==> config.mk <==
export PLATFORM = sky130hd
export DESIGN_NAME = sram_like_axi_bridge
export DESIGN_NICKNAME = d
export VERILOG_FILES = /design/src/rtl/sram_like_axi_bridge_pkg.sv /design/src/rtl/sram_like_axi_bridge_axi_wr_chan.sv /design/src/rtl/sram_like_axi_bridge.sv
export SDC_FILE = /design/constraint.sdc
export NUM_CORES = 1
export LEC_CHECK = 0
export BUFFER_PORTS_ARGS = -buffer_cell sky130_fd_sc_hd__clkbuf_2
export CORE_AREA = 2 2 163 165
export DETAILED_ROUTE_END_ITERATION = 8
export DIE_AREA = 0 0 165 167
export REMOVE_ABC_BUFFERS = 1
export SLEW_MARGIN = 5
export SYNTH_ARGS = -nofsm -noshare
export SYNTH_HDL_FRONTEND = slang
export SYNTH_SLANG_ARGS = --single-unit
==> constraint.sdc <==
create_clock -name clk -period 2.78 [get_ports clk]
set_input_delay 0.139 -clock clk [delete_from_list [all_inputs] [get_ports clk]]
set_output_delay 0.139 -clock clk [all_outputs]
set_load 0.01 [all_outputs]
==> src/rtl/sram_like_axi_bridge_pkg.sv <==
// rtl/sram_like_axi_bridge_pkg.sv - shared encodings and constants for the sram-like to AXI3 bridge
// Purpose: read/write FSM state encodings, default AXI IDs, constant AXI field values
//          and the sram-like size to AXI size mapping.
// Ports:   none (package).
package sram_like_axi_bridge_pkg;

    localparam logic [1:0] R_IDLE = 2'd0;
    localparam logic [1:0] R_AR   = 2'd1;
    localparam logic [1:0] R_R    = 2'd2;

    localparam logic [2:0] W_IDLE = 3'd0;
    localparam logic [2:0] W_AWW  = 3'd1;
    localparam logic [2:0] W_AW   = 3'd2;
    localparam logic [2:0] W_W    = 3'd3;
    localparam logic [2:0] W_B    = 3'd4;

    localparam logic [3:0] INST_ID_DEF = 4'd0;
    localparam logic [3:0] DATA_ID_DEF = 4'd1;

    localparam logic [7:0] AXI_LEN   = 8'd0;
    localparam logic [1:0] AXI_BURST = 2'b01;
    localparam logic [1:0] AXI_LOCK  = 2'b00;
    localparam logic [3:0] AXI_CACHE = 4'b0000;
    localparam logic [2:0] AXI_PROT  = 3'b000;

    typedef enum logic {
        SRC_INST = 1'b0,
        SRC_DATA = 1'b1
    } rd_src_e;

    function automatic logic [2:0] axi_size(input logic [1:0] sram_size);
        return {1'b0, sram_size};
    endfunction

endpackage

==> src/rtl/sram_like_axi_bridge_axi_wr_chan.sv <==
// rtl/sram_like_axi_bridge_axi_wr_chan.sv - write side of the bridge: write FSM plus AW/W/B channels
// Purpose: accepts one data-port write at a time, issues AW and W (in either order or together),
//          waits for B and pulses done.
// Ports:   clk/reset; req/rd_data_busy/req_{size,addr,wstrb,wdata} request side;
//          accept (addr_ok for the write), done (data_ok for the write), wr_busy to the read arbiter;
//          aw*/w*/b* AXI3 write channels.
module axi_wr_chan
    import sram_like_axi_bridge_pkg::*;
#(
    parameter logic [3:0] DATA_ID = DATA_ID_DEF
) (
    input  logic        clk,
    input  logic        reset,
    input  logic        req,
    input  logic        rd_data_busy,
    input  logic [1:0]  req_size,
    input  logic [31:0] req_addr,
    input  logic [3:0]  req_wstrb,
    input  logic [31:0] req_wdata,
    output logic        accept,
    output logic        done,
    output logic        wr_busy,
    output logic [3:0]  awid,
    output logic [31:0] awaddr,
    output logic [7:0]  awlen,
    output logic [2:0]  awsize,
    output logic [1:0]  awburst,
    output logic [1:0]  awlock,
    output logic [3:0]  awcache,
    output logic [2:0]  awprot,
    output logic        awvalid,
    input  logic        awready,
    output logic [3:0]  wid,
    output logic [31:0] wdata,
    output logic [3:0]  wstrb,
    output logic        wlast,
    output logic        wvalid,
    input  logic        wready,
    input  logic        bvalid,
    output logic        bready
);

    logic [2:0]  w_state;
    logic [31:0] addr_q;
    logic [1:0]  size_q;
    logic [3:0]  wstrb_q;
    logic [31:0] wdata_q;

    // A write must not overtake a data read already in flight.
    assign accept  = (w_state == W_IDLE) && req && !rd_data_busy;
    assign done    = (w_state == W_B) && bvalid;
    assign wr_busy = (w_state != W_IDLE);

    always_ff @(posedge clk or posedge reset) begin
        if (reset) begin
            w_state <= W_IDLE;
            addr_q  <= 32'd0;
            size_q  <= 2'd0;
            wstrb_q <= 4'd0;
            wdata_q <= 32'd0;
        end else begin
            case (w_state)
                W_IDLE: begin
                    if (accept) begin
                        w_state <= W_AWW;
                        addr_q  <= req_addr;
                        size_q  <= req_size;
                        wstrb_q <= req_wstrb;
                        wdata_q <= req_wdata;
                    end
                end
                W_AWW: begin
                    if (awready && wready) begin
                        w_state <= W_B;
                    end else if (awready) begin
                        w_state <= W_W;
                    end else if (wready) begin
                        w_state <= W_AW;
                    end
                end
                W_AW: if (awready) w_state <= W_B;
                W_W:  if (wready)  w_state <= W_B;
                W_B:  if (bvalid)  w_state <= W_IDLE;
                default: w_state <= W_IDLE;
            endcase
        end
    end

    assign awid    = DATA_ID;
    assign awaddr  = addr_q;
    assign awlen   = AXI_LEN;
    assign awsize  = axi_size(size_q);
    assign awburst = AXI_BURST;
    assign awlock  = AXI_LOCK;
    assign awcache = AXI_CACHE;
    assign awprot  = AXI_PROT;
    assign awvalid = (w_state == W_AWW) || (w_state == W_AW);

    assign wid     = DATA_ID;
    assign wdata   = wdata_q;
    assign wstrb   = wstrb_q;
    assign wlast   = 1'b1;
    assign wvalid  = (w_state == W_AWW) || (w_state == W_W);

    assign bready  = (w_state == W_B);

endmodule

==> src/rtl/sram_like_axi_bridge.sv <==
// rtl/sram_like_axi_bridge.sv - inst/data sram-like ports to a single AXI3 master
// Purpose: one outstanding read (data over inst priority) and one outstanding write (data port only).
//          Data reads wait while a write is pending so read-after-write order holds.
// Ports:   clk, reset (async, active-high);
//          inst_sram_* / data_sram_* sram-like request/response ports;
//          ar*/r* AXI3 read channels; aw*/w*/b* AXI3 write channels.
module sram_like_axi_bridge
    import sram_like_axi_bridge_pkg::*;
#(
    parameter logic [3:0] INST_ID = INST_ID_DEF,
    parameter logic [3:0] DATA_ID = DATA_ID_DEF
) (
    input  logic        clk,
    input  logic        reset,
    input  logic        inst_sram_req,
    input  logic        inst_sram_wr,
    input  logic [1:0]  inst_sram_size,
    input  logic [31:0] inst_sram_addr,
    input  logic [3:0]  inst_sram_wstrb,
    input  logic [31:0] inst_sram_wdata,
    output logic        inst_sram_addr_ok,
    output logic        inst_sram_data_ok,
    output logic [31:0] inst_sram_rdata,
    input  logic        data_sram_req,
    input  logic        data_sram_wr,
    input  logic [1:0]  data_sram_size,
    input  logic [3:0]  data_sram_wstrb,
    input  logic [31:0] data_sram_addr,
    input  logic [31:0] data_sram_wdata,
    output logic        data_sram_addr_ok,
    output logic        data_sram_data_ok,
    output logic [31:0] data_sram_rdata,
    output logic [3:0]  arid,
    output logic [31:0] araddr,
    output logic [7:0]  arlen,
    output logic [2:0]  arsize,
    output logic [1:0]  arburst,
    output logic [1:0]  arlock,
    output logic [3:0]  arcache,
    output logic [2:0]  arprot,
    output logic        arvalid,
    input  logic        arready,
    input  logic [3:0]  rid,
    input  logic [31:0] rdata,
    input  logic [1:0]  rresp,
    input  logic        rlast,
    input  logic        rvalid,
    output logic        rready,
    output logic [3:0]  awid,
    output logic [31:0] awaddr,
    output logic [7:0]  awlen,
    output logic [2:0]  awsize,
    output logic [1:0]  awburst,
    output logic [1:0]  awlock,
    output logic [3:0]  awcache,
    output logic [2:0]  awprot,
    output logic        awvalid,
    input  logic        awready,
    output logic [3:0]  wid,
    output logic [31:0] wdata,
    output logic [3:0]  wstrb,
    output logic        wlast,
    output logic        wvalid,
    input  logic        wready,
    input  logic [3:0]  bid,
    input  logic [1:0]  bresp,
    input  logic        bvalid,
    output logic        bready
);

    logic [1:0]  r_state;
    rd_src_e     r_src;
    logic [31:0] ar_addr_q;
    logic [1:0]  ar_size_q;

    logic        wr_busy;
    logic        wr_accept;
    logic        wr_done;
    logic        rd_data_acc;
    logic        rd_inst_acc;
    logic        rd_done;
    logic        rd_data_busy;

    // One outstanding transaction per channel, so IDs/responses carry no information here.
    logic        unused_ok;
    assign unused_ok = ^{inst_sram_wr, inst_sram_wstrb, inst_sram_wdata, rid, rresp, rlast, bid, bresp};

    assign rd_data_acc  = (r_state == R_IDLE) && data_sram_req && !data_sram_wr && !wr_busy;
    assign rd_inst_acc  = (r_state == R_IDLE) && !rd_data_acc && inst_sram_req;
    assign rd_done      = (r_state == R_R) && rvalid;
    // r_src is stale in R_IDLE, so only trust it while the read FSM is busy.
    assign rd_data_busy = (r_state != R_IDLE) && (r_src == SRC_DATA);

    always_ff @(posedge clk or posedge reset) begin
        if (reset) begin
            r_state   <= R_IDLE;
            r_src     <= SRC_INST;
            ar_addr_q <= 32'd0;
            ar_size_q <= 2'd0;
        end else begin
            case (r_state)
                R_IDLE: begin
                    if (rd_data_acc) begin
                        r_state   <= R_AR;
                        r_src     <= SRC_DATA;
                        ar_addr_q <= data_sram_addr;
                        ar_size_q <= data_sram_size;
                    end else if (rd_inst_acc) begin
                        r_state   <= R_AR;
                        r_src     <= SRC_INST;
                        ar_addr_q <= inst_sram_addr;
                        ar_size_q <= inst_sram_size;
                    end
                end
                R_AR:    if (arready) r_state <= R_R;
                R_R:     if (rvalid)  r_state <= R_IDLE;
                default: r_state <= R_IDLE;
            endcase
        end
    end

    assign arid    = (r_src == SRC_DATA) ? DATA_ID : INST_ID;
    assign araddr  = ar_addr_q;
    assign arlen   = AXI_LEN;
    assign arsize  = axi_size(ar_size_q);
    assign arburst = AXI_BURST;
    assign arlock  = AXI_LOCK;
    assign arcache = AXI_CACHE;
    assign arprot  = AXI_PROT;
    assign arvalid = (r_state == R_AR);
    assign rready  = (r_state == R_R);

    axi_wr_chan #(
        .DATA_ID (DATA_ID)
    ) u_wr_chan (
        .clk          (clk),
        .reset        (reset),
        .req          (data_sram_req && data_sram_wr),
        .rd_data_busy (rd_data_busy),
        .req_size     (data_sram_size),
        .req_addr     (data_sram_addr),
        .req_wstrb    (data_sram_wstrb),
        .req_wdata    (data_sram_wdata),
        .accept       (wr_accept),
        .done         (wr_done),
        .wr_busy      (wr_busy),
        .awid         (awid),
        .awaddr       (awaddr),
        .awlen        (awlen),
        .awsize       (awsize),
        .awburst      (awburst),
        .awlock       (awlock),
        .awcache      (awcache),
        .awprot       (awprot),
        .awvalid      (awvalid),
        .awready      (awready),
        .wid          (wid),
        .wdata        (wdata),
        .wstrb        (wstrb),
        .wlast        (wlast),
        .wvalid       (wvalid),
        .wready       (wready),
        .bvalid       (bvalid),
        .bready       (bready)
    );

    // Read and write completions for the data port never coincide: a data read and a
    // data write are never outstanding together.
    assign inst_sram_addr_ok = rd_inst_acc;
    assign inst_sram_data_ok = rd_done && (r_src == SRC_INST);
    assign inst_sram_rdata   = rdata;
    assign data_sram_addr_ok = rd_data_acc || wr_accept;
    assign data_sram_data_ok = (rd_done && (r_src == SRC_DATA)) || wr_done;
    assign data_sram_rdata   = rdata;

endmodule

After elaboration in Yosys (flattened, before gate mapping)
Index checks and enable logic that the tools add are counted.
{ "word_totals": {"in_bits": 196, "ram_bits": 0, "output_inout_bits": 230, "mem_count": 0, "word_cells": 75, "latchBits": 0, "rom_bits": 0, "regBits": 110} }
{ "op_classes": {"order_cmp": 0, "add_sub_neg": 0, "muxes": 20, "div_mod_pow": 0, "shifts": 0, "eq_ne": 14, "bitwise": 1, "reduce_logical": 31, "n_mul": 0} }
{ "op_table": {"columns": ["cell", "count"], "rows": [
  ["32-bit 2-to-1 mux", 2],
  ["3-bit 2-to-1 mux", 7],
  ["3-bit one-hot mux with 5 select lines", 1],
  ["1-bit logical AND", 14],
  ["2-bit 2-to-1 mux", 6],
  ["2-bit inequality test (second input constant)", 5],
  ["3-bit by 2-bit == test with 1-bit output (second input constant)", 2],
  ["2-bit one-hot mux with 3 select lines", 1],
  ["5-bit AND reduction", 1],
  ["1-bit logical NOT", 4],
  ["1-bit logical OR", 4],
  ["4-bit by 3-bit inequality test with 1-bit output (second input constant)", 1],
  ["2-bit AND reduction", 2],
  ["2-bit nonzero test", 2],
  ["3-bit by 1-bit == test with 1-bit output (second input constant)", 1],
  ["3-bit == test (second input constant)", 1],
  ["3-bit logical NOT", 1],
  ["1-bit 2-to-1 mux", 3],
  ["3-bit inequality test (second input constant)", 1],
  ["3-bit AND reduction", 1],
  ["3-bit nonzero test", 1],
  ["2-bit by 1-bit == test with 1-bit output (second input constant)", 1],
  ["2-bit == test (second input constant)", 1],
  ["2-bit logical NOT", 1],
  ["2 further kinds", 2]
]} }

Depth between registers and ports, before layout
Gate-level depths: netlist of run 1.
{ "logic_depth": {"depth_word": 10, "depth_mapped": 6, "mapped_depth_nobuf": 4} }

Cells and area by module
A second synthesis of run 1 with hierarchy kept.
{ "hier_totals": {"cells_unflattened": 559, "hier_area_um2": 6278.5} }
{ "modules_own_cells": {"columns": ["module", "cells_per_inst", "seq_area_each_um2", "n_inst", "area_per_inst_um2"], "rows": [
  ["axi_wr_chan", 211, 1826.8, 1, 3430.8],
  ["sram_like_axi_bridge", 348, 925.9, 1, 2847.7]
]} }

Worst setup path after synthesis of run 1
OpenSTA, ideal clock, no wires.
{ "synth_timing": {"kind": "register to register", "from": "reg u_wr_chan.w_state[1]", "to": "reg u_wr_chan.addr_q[0], in the netlist u_wr_chan.awaddr[0]", "stages_incl_launch_ff": 7, "setup_ns": 0.125, "t_arrival_ns": 1.954, "setup_slack_ns": 0.701, "n_path_buf": 3, "cell_sequence": "dfrtp_1 buf_6 or4b_4 or3b_1 buf_6 buf_12 mux2_4"} }
{ "synth_between": {"elab_chain_len": 4} }
{ "synth_lines": {"columns": ["item", "line", "text"], "rows": [
  ["start: declaration", "sram_like_axi_bridge_axi_wr_chan.sv:43", "logic [2:0] w_state;"],
  ["start signal: assignment", "sram_like_axi_bridge_axi_wr_chan.sv:56", "w_state <= W_IDLE;"],
  ["start signal: assignment", "sram_like_axi_bridge_axi_wr_chan.sv:65", "w_state <= W_AWW;"],
  ["start signal: assignment", "sram_like_axi_bridge_axi_wr_chan.sv:74", "w_state <= W_B;"],
  ["3-bit logical NOT (*)", "sram_like_axi_bridge_axi_wr_chan.sv:50, sram_like_axi_bridge_axi_wr_chan.sv:62", null],
  ["1-bit logical AND (2 in series)", "sram_like_axi_bridge_axi_wr_chan.sv:50", "assign accept = (w_state == W_IDLE) && req && !rd_data_busy;"],
  ["2-bit AND reduction (no source line) (*)", null, null],
  ["end signal: assignment", "sram_like_axi_bridge_axi_wr_chan.sv:66", "addr_q <= req_addr;"],
  ["end: declaration", "sram_like_axi_bridge_axi_wr_chan.sv:44", "logic [31:0] addr_q;"]
]} }
Mark *: on every way between the ends. The rest lies on a longest branch, timed or not.
A chain may end at the register's enable or synchronous reset.

Final worst setup path of run 1
{ "layout_timing": {"from": "reg u_wr_chan.w_state[2]", "to": "out inst_sram_addr_ok"} }
{ "layout_between": {"elab_chain_len": 6} }
{ "layout_lines": {"columns": ["item", "line", "text"], "rows": [
  ["3-bit nonzero test", "sram_like_axi_bridge_axi_wr_chan.sv:52", "assign wr_busy = (w_state != W_IDLE);"],
  ["1-bit logical NOT", "sram_like_axi_bridge.sv:88", "assign rd_data_acc = (r_state == R_IDLE) && data_sram_req && !data_sram_wr && !wr_busy;"],
  ["1-bit logical AND", "sram_like_axi_bridge.sv:88", null],
  ["1-bit logical NOT", "sram_like_axi_bridge.sv:89", "assign rd_inst_acc = (r_state == R_IDLE) && !rd_data_acc && inst_sram_req;"],
  ["1-bit logical AND (2 in series)", "sram_like_axi_bridge.sv:89", null],
  ["end: declaration", "sram_like_axi_bridge.sv:21", "output logic inst_sram_addr_ok,"]
]} }
No other way between the ends.

==> results of run 1 <==
## worst max-delay path by stage
stage                           to  slack (ns)  cells past startpoint
3_5_place_dp   u_wr_chan.wdata[11]        0.54                      4
4_1_cts          inst_sram_addr_ok        0.38                      5
5_1_grt          inst_sram_addr_ok        0.31                      5
3_3_place_gp   u_wr_chan.wdata[11]        0.57                      4
6_report         inst_sram_addr_ok        0.44                      5
2_1_floorplan         ar_size_q[0]       -1.12                      3
## logic make-up (layout without fill, tap and decap cells)
logic type | count (synthesis) | after routing
buffers and inverters | 142 | 292
muxes | 138 | 138
DFF | 110 | 110
and+or+nand+nor | 21 | 21
AOI/OAI and AO/OA | 12 | 12
other | 2 | 52
xor gates and xnor gates | 1 | 1
## flip-flops by register name, summed over array words and instances, names as in the netlist
| name | flops |
|---|---|
| u_wr_chan.awaddr | 32 |
| r_state | 2 |
| u_wr_chan.wdata | 32 |
| ar_size_q | 2 |
| araddr | 32 |
| u_wr_chan.wstrb | 4 |
| r_src | 1 |
| u_wr_chan.w_state | 3 |
| u_wr_chan.size_q | 2 |
## through the flow
step                      hold WS (ns)  cells
after floorplan                  0.248    341
after global placement           0.266    909
after detailed placement         0.272    909
after CTS                     0.000860    959
after global routing           0.00501    961
final                           0.0250    961
## cells in the mapped netlist
cell and instances:
a22o_1 1, xnor2_1 1, buf_1 3, or4b_4 1, buf_12 7, clkbuf_1 4
nand2b_1 1, o211a_1 1, nor3b_1 2, mux2_2 68, nor2_1 7, dfrtp_1 110
and2_1 1, mux2_4 70, nand2_1 3, or3_2 1, a31oi_1 2, nor2b_1 2
inv_1 7, buf_2 2, nand3b_1 1, conb_1 2, o2bb2ai_1 1, o21ai_0 3
buf_4 117, buf_6 2, a21oi_1 3, o22ai_1 1, or3b_1 1, nand4_1 1
## metal layers
metal  track usage (%)  vias up  share of wire, %
met1              13.8     1751                40
met2              16.3      294                41
met3              10.1       19                18
met5              3.45        -              0.52
li1                  -     1653                 -
met4              2.65        2              0.96
## final cells by class
| type | count | area (um2) |
|---|---|---|
| Multi-Input combinational cell | 224 | 2230 |
| Inverter | 7 | 28.8 |
| Tap cell | 335 | 419 |
| Clock inverter | 6 | 53.8 |
| Sequential cell | 110 | 2750 |
| Fill cell | 2630 | 18500 |
| Timing Repair Buffer | 269 | 1570 |
| Clock buffer | 10 | 229 |
## power by group
part | switching [mW] | internal [mW] | total, mW | leakage (nW)
Clock | 0.654 | 0.627 | 1.28 | 0.140
Combinational | 1.52 | 2.10 | 3.62 | 2.35
Sequential | 0.496 | 2.42 | 2.92 | 1.30
## timing repair
item,CTS,global route
hold buffers,34,2
endpoints found under the hold margin,79,2
buffers inserted,0,0
gates resized for setup,0,0
## worst max-delay path, delay by kind of cell (launching register included)
kind / cells / cell delay (ns)
flip-flops: 1 / 0.46
AND/OR/NAND/NOR: 3 / 0.97
buffers and inverters: 2 / 0.43
==> metrics.yaml, run 1 <==
status:
  status: "finished, final reports clean"
layout:
  layout.nets: 817
  finish.utilization_pct: 28.2
  layout_commonest_cell: "clkbuf_2"
  area_growth_pct: 23.6
  drive_above_1_share_pct: 62.5
  insertedDiodeCount: 0
  mostFrequentLayoutCells: "227 x clkbuf_2, 110 x dfrtp_1, 70 x mux2_4, 68 x mux2_2, 52 x conb_1"
  final_area_mm2: 0.00728
place:
  port_buffers: 227
  placed_cell_area_mm2: 0.00663
  dp_hpwl_mm: 12.4
  dpl_worst_slack_ns: 0.542
  gp_congestion: 0.743
route:
  drt_first_pass_iters: 4
  vias: 3719
  post-route-drc-count: 0
  drt_wl_total_mm: 16.7
  drt_iter0_markers: 177
  wl_per_cell_um: 17.4
  viasPerCell: 3.87
  drtAntennaViolNets: 0
sta:
  rsz0062_at_grt: "false"
  fin_crit_sh_pct: 84.2
  fmax_mhz: 427
  slew_headroom_pct: 57.6
  drv_slew: 0
  finalHoldViolCount: 0
  finClkSkew_ns: 0.00999
  worst_pin_slew_ns: 0.636
  period_needed_ns: 2.34
  setup_ws_ns: 0.438
  setup_tns_ns: 0
  finalSetupViolCount: 0
setup_path:
  critical_path.max_stage_delay_ns: 0.58
  r2r_cells: 4
  crit_chain: "or4b_4, nand3b_1, buf_4, and2_1, clkbuf_2"
  path_class: "flip-flop to primary output"
  critPathArrivalTime_ns: 2.20
  crit_path_start_kind: "flip-flop"
  crit_path_end_kind: "primary output"
  cp.required_ns: 2.64
  slowest_stage: "or4b_4"
  regToRegSetupSlack_ns: 0.47
  reg2reg_from: "u_wr_chan.w_state[2]"
  reg2reg_to: "u_wr_chan.wdata[24]"
  cp_max_fo: 37
  startpoint: "u_wr_chan.w_state[2]"
grt:
  grt_pass1_wl_mm: 23.7
  antenna_found_initial: 0
  grt_pass1_vias: 3765
  overflow: 0
  track_usage_pct: 11.9
  grt_max_degree: 71
logic_synthesis:
  synth_compound_area_share_pct: 1.30
  yosys.area_share.simple_pct: 2.06
  yosysTopAreaCellShare_pct: 46.8
  synth_area_leader_cell: "dfrtp_1"
  synth.yosys.seq_area_share_pct: 46.8
  syn_inst: 426
  synth-xor-area-share_pct: 0.149
  syn_area_per_cell_um2: 13.8
  ys_seq_elements: 110
  synth_mux_area_share_pct: 30.9
  synth_top_family_by_area: "multiplexers"
  synth_cell_types: 30
  syn_area_mm2: 0.00589
  yosysWarnings: 0
  synth_fa_ha_area_share_pct: 0
  yosys-top-cells-area: "dfrtp_1 47%, mux2_4 18%, buf_4 15%, mux2_2 13%, buf_12 2.4%"
die:
  dieWidth_um: 165
  design.die.area_mm2: 0.0276
  core_mm2: 0.0258
  start_util_pct: 22.8
  rows: 59
  ios: 426
  die_y_um: 167
worst_hold_path:
  whs_endpoint: "u_wr_chan.awaddr[17]"
  hp-start: "data_sram_addr[17]"
  hold_depth: 2
  holdCritPathClass: "input port to flip-flop"
pwr:
  peakVddDrop_uv: 457
  p_total_mw: 7.82
  power.density_mw_per_mm2: 1070
  leakage_nw: 3.79
clocking:
  clkLatencyLatePin_ns: 0.36
  path_clk_slew_ns: 0.08
  clk_path_buf_depth: 2
  cts_tree: "built"
  htree_levels: 3
  cts_inserted_buffers: 9
  cts_root_buf: "clkbuf_16"
  cts_sinks: 110
run:
  drv_cap: 0
(Power assumes the default switching activity.)
==> run 2: changes to the inputs <==
Settings changed: ABC_AREA from default to 1, CORE_AREA 2 2 163 165 to 2 2 165 167, DIE_AREA 0 0 165 167 to 0 0 167 169.
Clock period 2.78 ns to 2 ns, I/O delays scaled along.
==> metrics.yaml, run 2 <==
sta:
  slew_headroom_pct: 63.2
  rsz0062_at_grt: "true"
  fin_crit_sh_pct: 94.3
  setup_tns_ns: 0
  fmax_mhz: 530
  period_needed_ns: 1.89
  drv_slew: 0
  worst_pin_slew_ns: 0.551
  finalHoldViolCount: 0
  finClkSkew_ns: 0.00714
  finalSetupViolCount: 0
setup_path:
  reg2reg_from: "u_wr_chan.w_state[2]"
  regToRegSetupSlack_ns: 0.28
  reg2reg_to: "u_wr_chan.w_state[2]"
  slowest_stage: "dfrtp_1"
  path_class: "flip-flop to primary output"
  crit_path_start_kind: "flip-flop"
  crit_path_end_kind: "primary output"
  cp.required_ns: 1.90
  critPathArrivalTime_ns: 1.79
  critical_path.max_stage_delay_ns: 0.44
  crit_chain: "nor2_4, nand2_1, nor2_4, nand2_2, buf_6, nand2_1, clkbuf_2"
  r2r_cells: 7
  cp_max_fo: 61
clocking:
  cts_inserted_buffers: 9
  cts_sinks: 110
  clkLatencyLatePin_ns: 0.35
  clk_path_buf_depth: 2
  cts_root_buf: "clkbuf_16"
  path_clk_slew_ns: 0.08
  cts_tree: "built"
  htree_levels: 3
  cts_setup_buffers: 0
layout:
  layout.nets: 1097
  drive_above_1_share_pct: 29.0
  finish.utilization_pct: 28.9
  area_growth_pct: 35.1
  final_area_mm2: 0.00767
  final_cells: 1246
  insertedDiodeCount: 0
  mostFrequentLayoutCells: "227 x clkbuf_2, 111 x nand2_1, 110 x dfrtp_1, 95 x nand3_1, 93 x dlygate4sd3_1"
  layout_commonest_cell: "clkbuf_2"
pwr:
  netSwitchingPower_mw: 4.05
  p_comb_share_pct: 42.7
  p_int_mw: 5.75
  power_frac_seq_pct: 39.6
  clkPwrFrac_pct: 17.7
  p_sw_share_pct: 41.4
  p_total_mw: 9.80
  power.density_mw_per_mm2: 1280
  leakage_nw: 4.15
  peakVddDrop_uv: 542
route:
  wl_per_cell_um: 17.7
  drtAntennaViolNets: 0
  drt_wl_total_mm: 22.1
  post-route-drc-count: 0
  vias: 5086
  viasPerCell: 4.08
  drt_iter0_markers: 346
  drt_first_pass_iters: 4
die:
  die_y_um: 169
  rows: 60
  start_util_pct: 21.4
  core_mm2: 0.0265
  dieWidth_um: 167
  design.die.area_mm2: 0.0282
  ios: 426
place:
  placed_cell_area_mm2: 0.00643
  gp_congestion: 0.786
  dp_hpwl_mm: 15.3
  dpl.cell_count: 1137
  port_buffers: 227
logic_synthesis:
  synthArstFlopShare_pct: 100
  synth.yosys.seq_area_share_pct: 48.5
  syn_area_mm2: 0.00568
  netlist_top_cells_count: "117 x buf_4, 111 x nand2_1, 110 x dfrtp_1"
  synth_ff_type: "dfrtp_1"
  syn_inst: 660
  synth_edf_count: 0
  synth_most_common_cell: "buf_4"
  ys_seq_elements: 110
  yosysWarnings: 0
  synth_cell_types: 26
  syn_area_per_cell_um2: 8.60
  yosys-top-cells-area: "dfrtp_1 48%, buf_4 15%, nand3_1 8.4%, nand2_1 7.3%, o21ai_0 5.8%"
  synth_area_leader_cell: "dfrtp_1"
  yosysTopAreaCellShare_pct: 48.5
grt:
  grt_busiest_layer: "met2"
  track_usage_pct: 14.8
  overflow: 0
  grt_max_degree: 140
  grt_pass1_wl_mm: 31.2
  antenna_found_initial: 0
  grt_util_met3_pct: 10.4
  grt_pass1_vias: 5056
  grt.met1_usage_pct: 16.9
  grtUsageMet2_pct: 22.3
worst_hold_path:
  hold_depth: 3
  hp-start: "data_sram_addr[9]"
  holdCritPathClass: "input port to flip-flop"
  whs_endpoint: "u_wr_chan.awaddr[9]"
status:
  status: "finished, final reports clean"
run:
  drv_cap: 0
-- run 2: kinds of logic (layout without fill, tap and decap cells) --
logic type | after synthesis | in the layout | synth area share, %
compound gates | 93 | 93 | 8.97
buf+inv | 233 | 428 | 25.0
flops | 110 | 110 | 48.5
other cells | 2 | 52 | 0.132
simple gates | 222 | 222 | 17.5
-- run 2: power by group through the flow --
| stage | clock [mW] | combinational [mW] | sequential [mW] |
|---|---|---|---|
| after global routing | 1.90 | 4.68 | 4.02 |
| final | 1.73 | 4.19 | 3.88 |
| after detailed placement | 0 | 4.02 | 3.91 |
| after floorplan | 0 | 1.65 | 4.31 |
| after global placement | 0 | 3.97 | 3.87 |
| after CTS | 1.84 | 4.18 | 3.87 |
-- run 2: area by class of cell --
| type | instances | area [um2] |
|---|---|---|
| clock buffer | 9 | 225 |
| clock inverter | 6 | 48.8 |
| fill | 2803 | 18800 |
| inverter | 84 | 320 |
| multi-input combinational | 367 | 1710 |
| sequential | 110 | 2750 |
| tap | 341 | 427 |
| timing repair buffer | 329 | 2180 |
-- run 2: stage by stage --
step           hold slack, ns  worst slack (ns)
6_report              0.00875             0.114
5_1_grt                0.0182           -0.0450
4_1_cts              0.000388            0.0199
3_5_place_dp            0.185             0.287
3_3_place_gp            0.185             0.296
2_1_floorplan           0.195             -1.27
-- run 2: layer usage --
metal  up-vias  wire (um)
li1       2403          -
met4         4        147
met1      2354       8960
met5         -        104
met2       311       9520
met3        14       3360
-- run 2: worst max-delay path by stage --
| stage | start | endpoint | slack, ns | cells past startpoint |
|---|---|---|---|---|
| 4_1_cts | r_state[1] | inst_sram_addr_ok | 0.02 | 6 |
| 2_1_floorplan | r_src | data_sram_addr_ok | -1.27 | 3 |
| 6_report | r_state[1] | data_sram_addr_ok | 0.11 | 7 |
| 5_1_grt | u_wr_chan.w_state[1] | data_sram_addr_ok | -0.04 | 7 |
| 3_5_place_dp | u_wr_chan.w_state[2] | r_state[0] | 0.29 | 6 |
| 3_3_place_gp | u_wr_chan.w_state[2] | r_state[0] | 0.30 | 6 |
-- run 2: critical path: cells and delay by family (launching register included) --
| family | cells | cell delay [ns] |
|---|---|---|
| simple gates | 5 | 0.59 |
| buf+inv | 2 | 0.37 |
| flops | 1 | 0.44 |
-- run 2: timing repair --
item / in CTS / in global routing
gates resized for setup: 1 / 5
hold endpoints to repair: 200 / 0
hold buffers: 93 / 0
setup endpoints to repair: 1 / 2
cloned: 0 / 1
